==> config.mk <==
export PLATFORM = sky130hd
export DESIGN_NAME = irq_ctrl
export DESIGN_NICKNAME = d
export VERILOG_FILES = /design/src/rtl/irq_ctrl_pkg.sv /design/src/rtl/irq_ctrl_sync_edge.sv /design/src/rtl/irq_ctrl.sv
export SDC_FILE = /design/constraint.sdc
export NUM_CORES = 1
export LEC_CHECK = 0
export CORE_MARGIN = 3
export CORE_UTILIZATION = 34
export DETAILED_ROUTE_END_ITERATION = 7
export GPL_TIMING_DRIVEN = 1
export PLACE_DENSITY = 0.72
export SYNTH_ARGS = -nofsm -noshare
export SYNTH_HDL_FRONTEND = slang
export SYNTH_SLANG_ARGS = --single-unit
export TNS_END_PERCENT = 30
==> constraint.sdc <==
create_clock -name clock -period 1.2 [get_ports clock]
set_input_delay 0.24 -clock clock [delete_from_list [all_inputs] [get_ports clock]]
set_output_delay 0.24 -clock clock [all_outputs]
set_load 0.01 [all_outputs]
==> src/rtl/irq_ctrl_pkg.sv <==
// Shared types for the interrupt controller and the CPU interface.
package irq_ctrl_pkg;

    // Number of interrupt source lines the CPU interface is built around.
    localparam int unsigned IRQ_N_SRC = 4;

    // Width of the cause index reported to the CPU.
    localparam int unsigned CAUSE_W = 2;

    typedef logic [CAUSE_W-1:0] cause_t;

    // Pipeline depth from reset release until the edge detector's history is meaningful.
    localparam int unsigned ARM_W = 3;

endpackage : irq_ctrl_pkg

==> src/rtl/irq_ctrl_sync_edge.sv <==
// Two-flop synchronizer plus rising-edge detector for one interrupt source line.
module sync_edge
    import irq_ctrl_pkg::*;
(
    input  logic clock,
    input  logic reset,
    input  logic src,
    output logic edge_c
);

    logic             sync1_q, sync1_d;
    logic             sync2_q, sync2_d;
    logic             prev_q,  prev_d;
    logic [ARM_W-1:0] arm_q,   arm_d;

    // Next-state for the synchronizer chain and edge history; the arm shifter keeps
    // the detector quiet until history holds a real synchronized sample, so a line
    // already high at reset release is not mistaken for a new request.
    always_comb begin
        sync1_d = src;
        sync2_d = sync1_q;
        prev_d  = sync2_q;
        arm_d   = {arm_q[ARM_W-2:0], 1'b1};
        edge_c  = sync2_q & ~prev_q & arm_q[ARM_W-1];
    end

    // State registers with synchronous active-high reset.
    always_ff @(posedge clock) begin
        if (reset) begin
            sync1_q <= 1'b0;
            sync2_q <= 1'b0;
            prev_q  <= 1'b0;
            arm_q   <= '0;
        end else begin
            sync1_q <= sync1_d;
            sync2_q <= sync2_d;
            prev_q  <= prev_d;
            arm_q   <= arm_d;
        end
    end

endmodule : sync_edge

==> src/rtl/irq_ctrl.sv <==
// Interrupt controller: latches source edges, reports priority cause on CPU ack.
module irq_ctrl
    import irq_ctrl_pkg::*;
#(
    parameter int unsigned N_SRC = IRQ_N_SRC
) (
    input  logic               clock,
    input  logic               reset,
    input  logic [N_SRC-1:0]   src,
    input  logic [N_SRC-1:0]   ie,
    input  logic               ack,
    input  logic [N_SRC-1:0]   ovr_clr,
    output logic               irq,
    output logic [CAUSE_W-1:0] cause,
    output logic               cause_valid,
    output logic [N_SRC-1:0]   pending,
    output logic [N_SRC-1:0]   overrun
);

    logic [N_SRC-1:0] edge_vec;

    logic [N_SRC-1:0] pending_q, pending_d;
    logic [N_SRC-1:0] overrun_q, overrun_d;
    cause_t           cause_q,   cause_d;
    logic             cause_valid_q, cause_valid_d;

    logic [N_SRC-1:0] masked;
    logic [N_SRC-1:0] clr_mask;
    logic             win_found;
    cause_t           win_idx;

    // One synchronizer / edge detector per source line.
    for (genvar g = 0; g < int'(N_SRC); g++) begin : g_src
        sync_edge u_sync_edge (
            .clock  (clock),
            .reset  (reset),
            .src    (src[g]),
            .edge_c (edge_vec[g])
        );
    end

    // Priority select and pending/overrun/cause next-state; a new edge beats an ack clear.
    always_comb begin
        masked    = pending_q & ie;
        win_found = 1'b0;
        win_idx   = '0;
        for (int i = int'(N_SRC) - 1; i >= 0; i--) begin
            if (masked[i]) begin
                win_found = 1'b1;
                win_idx   = cause_t'(i);
            end
        end

        clr_mask = '0;
        if (ack && win_found) begin
            clr_mask = N_SRC'(1) << win_idx;
        end

        pending_d = (pending_q & ~clr_mask) | edge_vec;
        overrun_d = (overrun_q & ~ovr_clr) | (edge_vec & pending_q & ~clr_mask);

        cause_d       = cause_q;
        cause_valid_d = cause_valid_q;
        if (ack) begin
            cause_d       = win_found ? win_idx : cause_t'(0);
            cause_valid_d = win_found;
        end
    end

    // State registers; reset discards everything, including an ack on the reset edge.
    always_ff @(posedge clock) begin
        if (reset) begin
            pending_q     <= '0;
            overrun_q     <= '0;
            cause_q       <= '0;
            cause_valid_q <= 1'b0;
        end else begin
            pending_q     <= pending_d;
            overrun_q     <= overrun_d;
            cause_q       <= cause_d;
            cause_valid_q <= cause_valid_d;
        end
    end

    // irq follows ie with no added latency.
    assign irq         = |(pending_q & ie);
    assign pending     = pending_q;
    assign overrun     = overrun_q;
    assign cause       = cause_q;
    assign cause_valid = cause_valid_q;

endmodule : irq_ctrl

# Word level (Yosys, flattened, before mapping)
# Index checks and enable logic that the tools add are counted.
word_totals:
  register_bits: 35
  input_bits: 15
  output_inout_bits: 12
  elab_cells: 62
op_classes:
  shift: 1
  n_mux: 14
  n_bitwise: 21
  n_reduce_logical: 2
op_table:
  columns: ["operator", "count"]
  rows:
  - ["4-bit AND", 5]
  - ["2-bit 2-to-1 mux", 5]
  - ["1-bit AND", 8]
  - ["1-bit 2-to-1 mux", 8]
  - ["4-bit inverter", 2]
  - ["4-bit OR", 2]
  - ["4-bit 2-to-1 mux", 1]
  - ["1-bit inverter", 4]
  - ["4-bit OR reduction", 1]
  - ["1-bit by 2-bit left shift with 4-bit output, first input constant", 1]
  - ["1-bit logical AND", 1]

# Logic depth before layout (Yosys ltp)
# Gate-level depths: netlist of the first run.
logic_depth:
  ltp_word: 10
  ltp_mapped: 5
  ltp_nobuf: 3

# Hierarchy
# Synthesis of the first run repeated with hierarchy kept, for this count alone.
unflattened:
  cells_unflattened: 105
  hier_area_um2: 1132.3
by_module_without_submodules:
  columns: ["mod", "instances", "cells_each", "area_each_um2", "seq_area_each_um2"]
  rows:
  - ["sync_edge", 4, 13, 163.9, 120.1]
  - ["irq_ctrl", 1, 53, 476.7, 220.2]

# Worst setup path after synthesis of the first run
# OpenSTA, ideal clock, no wires.
synth_path:
  kind: "reg-to-reg"
  from: "register pending_q[0], in the netlist pending[0]"
  to: "register overrun_q[3], in the netlist overrun[3]"
  setup_ns: 0.084
  t_arrival_ns: 0.957
  required_time_ns: 1.116
  setup_slack_ns: 0.159
  stages_incl_launch_ff: 4
  path_buffers: 0
  period_less_slack_ns: 1.041
  path_cell_list: "dfxtp_1 a22oi_2 a41o_1 o31ai_2"
synth_via:
  elab_chain_cells: 7
  elab_cells_between_ends: 9
  cone_classes: "shift (1); mux (3); bitwise (4); reduce/logical (1)"
synth_rtl:
  columns: ["item", "line_no", "rtl"]
  rows:
  - ["start, declared", "irq_ctrl.sv:22", "logic [N_SRC-1:0] pending_q, pending_d;"]
  - ["start signal, assigned", "irq_ctrl.sv:78", "pending_q <= pending_d;"]
  - ["4-bit AND *", "irq_ctrl.sv:44", "masked = pending_q & ie;"]
  - ["2-bit 2-to-1 mux / 1-bit 2-to-1 mux (equally long branches)", "irq_ctrl.sv:48", "if (masked[i]) begin"]
  - ["1-bit by 2-bit left shift with 4-bit output / 1-bit logical AND (equally long branches)", "irq_ctrl.sv:56, irq_ctrl.sv:55", null]
  - ["4-bit 2-to-1 mux *", "irq_ctrl.sv:55", "if (ack && win_found) begin"]
  - ["4-bit inverter *", "irq_ctrl.sv:60", "overrun_d = (overrun_q & ~ovr_clr) | (edge_vec & pending_q & ~clr_mask);"]
  - ["4-bit AND *", "irq_ctrl.sv:60", null]
  - ["4-bit OR *", "irq_ctrl.sv:60", null]
  - ["end signal, assigned", "irq_ctrl.sv:79", "overrun_q <= overrun_d;"]
  - ["end, declared", "irq_ctrl.sv:23", "logic [N_SRC-1:0] overrun_q, overrun_d;"]
# Every way passes the cells marked *; elsewhere a longest branch is shown, timed or not.
# A chain may end at the register's enable or synchronous reset.

# Worst setup path after layout of the first run
layout_path:
  from: "register pending_q[3], in the netlist pending[3]"
  to: "output irq"
layout_via:
  elab_chain_cells: 2
layout_rtl:
  columns: ["item", "line_no", "rtl"]
  rows:
  - ["4-bit AND", "irq_ctrl.sv:86", "assign irq = |(pending_q & ie);"]
  - ["4-bit OR reduction", "irq_ctrl.sv:86", null]
  - ["end, declared", "irq_ctrl.sv:13", "output logic irq,"]
# Every way passes these cells.

==> results of run 1 <==
## metrics by stage
| step | util, % | power [µW] | instance area, µm² |
|---|---|---|---|
| 2_1_floorplan | - | 964 | 906 |
| 3_3_place_gp | 52.2 | 1050 | 1300 |
| 3_5_place_dp | 52.2 | 1050 | 1300 |
| 4_1_cts | 52.8 | 1480 | 1320 |
| 5_1_grt | 53.4 | 1520 | 1330 |
| 6_report | 53.4 | 1460 | 1330 |
## final cells by class
cell class	count	area share, %
inverter	5	1.41
multi-input combinational	52	25.8
tap	30	2.81
timing repair buffer	43	27.6
sequential	26	39.7
clock buffer	4	2.72
## synth_stat cells, types with 2 or more instances
cell type,instances,area (µm²)
nand2_1,7,26.3
inv_1,5,18.8
nand3b_1,6,45.0
nor2_1,3,11.3
nor2b_1,14,87.6
a21oi_1,5,25.0
o31ai_2,2,25.0
dfxtp_1,26,521
## critical path: cells and delay by family, from the launching register on
family | cells | cell delay (ps)
and+or+nand+nor | 1 | 80
DFF | 1 | 350
AOI/OAI and AO/OA | 1 | 190
buffers and inverters | 1 | 150
## registers in the layout, summed over array words and instances, names as in the netlist
signal,flops
overrun,4
cause,2
g_src.u_sync_edge.prev_q,4
g_src.u_sync_edge.arm_q,3
g_src.u_sync_edge.prev_d,4
g_src.u_sync_edge.sync1_q,4
pending,4
cause_valid,1
## metal layers
| metal | vias to the layer above | wire length, µm | track usage [%] | share of wire (%) |
|---|---|---|---|---|
| li1 | 379 | - | - | - |
| met1 | 339 | 828 | 14.7 | 45 |
| met2 | 34 | 812 | 17.9 | 44 |
| met3 | 7 | 161 | 2.67 | 8.7 |
| met4 | 0 | 53 | 7.95 | 2.9 |
| met5 | - | 0 | 0 | 0 |
## report_power, final
part	switching [µW]	total, µW	internal, µW
registers	8.34	896	888
clock network	240	425	185
logic	51.1	135	83.8
## repair_timing
action                     in CTS  in global routing
pin swaps                       2                  0
gates cloned                    0                  0
buffers inserted                0                  0
hold buffers                    0                  0
gates resized for setup        35                 13
setup endpoints to repair      14                 11
## path summary, 6_finish.rpt
check	startpoint	end	cells after the start	slack, ps
worst max register to register	pending[0]	overrun[3]	4	70
worst max-delay path	pending[3]	irq	3	-130
worst min register to register	g_src[0].u_sync_edge.sync1_q	g_src[0].u_sync_edge.prev_d	1	450
worst min-delay path	ie[0]	pending[0]	4	400
## cell families (layout without fill, tap and decap cells)
group                  after synthesis  in the layout  synth area share [%]
buffers and inverters                9             52                  5.11
AND/OR/NAND/NOR                     35             35                  22.4
flip-flops                          26             26                  57.5
AO/OA/AOI/OAI                       17             17                  15.1
## cell usage in the layout (no fill, tap or decap), drive strengths merged, types with 2 or more instances in the layout
cell	count
a21oi	6
a22oi	2
nor2b	14
nand3b	6
clkdlybuf4s50	11
inv	5
clkdlybuf4s15	6
dfxtp	26
nand2	8
o31ai	3
buf	21
clkbuf	6
nor2	3
dlygate4sd2	3
==> summary.txt, run 1 <==
Synth
  • Top_reg_cell synth: dfxtp_1
  • Post-synthesis sequential area ratio: 57.5%
  • Yosys reg bits: 26
  • Synth Net Count: 102
  • Post-Syn Area: 906 µm²
  • Synth warnings: 0
  • EDFF count, synth: 0
  • Post-synth ARST share: 0%
  • Unique cell type count in the Yosys netlist: 27
  • Synth Area per Inst: 10.4 µm²
  • Mapped Cells: 87

Setup path
  • Arr. time, crit path: 1090 ps
  • Slowest stage delay, CP: 350 ps
  • Largest fanout on the critical path: 2
  • Crit Path Class: reg2out
  • Crit path launch type: flip-flop
  • Worst setup EP type: output port
  • Worst endpoint required time: 960 ps
  • Slowest CP cell: dfxtp_2
  • Cells along the critical path: a22oi_2 -> nand2_1 -> buf_2

Placement
  • HPWL Detailed: 1430 µm
  • Final GP Congestion: 0.911
  • Cells after DPL: 156
  • IO buf count: 26
  • DP Worst Slack: -551 ps

Timing
  • Clk_skew: 5.96 ps
  • Final setup violation count: 1
  • Fin. Hold Viols: 0
  • RSZ-0062 raised after global routing: true
  • Max Transition Viols Final: 0
  • WHS: 400 ps
  • Final setup TNS: -133 ps
  • Slew @ Worst Pin: 297 ps
  • Slew Limit Headroom: 80.0%
  • Max Fclk: 0.750 GHz
  • Fin crit share: 111%
  • Final Critical Period: 1330 ps
  • Worst Slack Setup Final: -133 ps

Route
  • Vias per inst: 4.74
  • Routed WL per cell: 11.6 µm
  • Drt first pass iters: 4
  • Vias post-DR: 759
  • DRT Wirelength: 1860 µm
  • Drc violations: 0
  • Final ANT Viol Nets: 0
  • DRT iter0 DRCs: 15

Global routing
  • Vias in the first global route: 719
  • Largest net degree at the start of global routing: 15
  • Initial antenna violation count: 0
  • Total gr overflow: 0
  • GRT Overall Usage: 11.7%
  • First-pass GRT wire length: 3020 µm

Power
  • Lkg Pwr: 0.000539 µW
  • Pwr dens: 1090 nW/µm²
  • Worst vdd ir: 0.879 mV

Final layout
  • # diodes: 0
  • Flip-flop and latch area: 529 µm²
  • Layout cell share with drive strength beyond 1: 32.3%
  • Fin cells: 160
  • Area grow syn2layout: 47.2%
  • Nets: 146
  • Multi-input gate area: 344 µm²
  • Fill cells: 242

Clock network
  • TritonCTS Buffers: 3
  • Clk sinks: 26
  • Clk slew on worst S/H paths: 130 ps
  • Bufs on Longest Clock Path: 2
  • H-tree lvl count: 1
  • Root buf cell: clkbuf_4
  • Worst-Skew Late Latency: 320 ps
  • TritonCTS clock tree: yes

Floorplanning
  • Die ar.: 3320 µm²
  • Initial Util: 36.2%
  • Ports: 27
  • Die height: 57.6 µm
  • Core area: 2500 µm²
  • Die Width: 57.6 µm
  • Row count: 18

Status
  • Outcome: complete, but fails checks
  • Failing checks: negative setup slack

Min path
  • Hold Path Class: in2reg

Job
  • Max Cap Viol: 0
Power figures use the tool's default switching activity.
==> run 2, diff against run 1 <==
Settings changed: SLEW_MARGIN set to 30.
==> results of run 2 <==
Same layout as run 1: the final DEF is identical, and so are final timing and power.
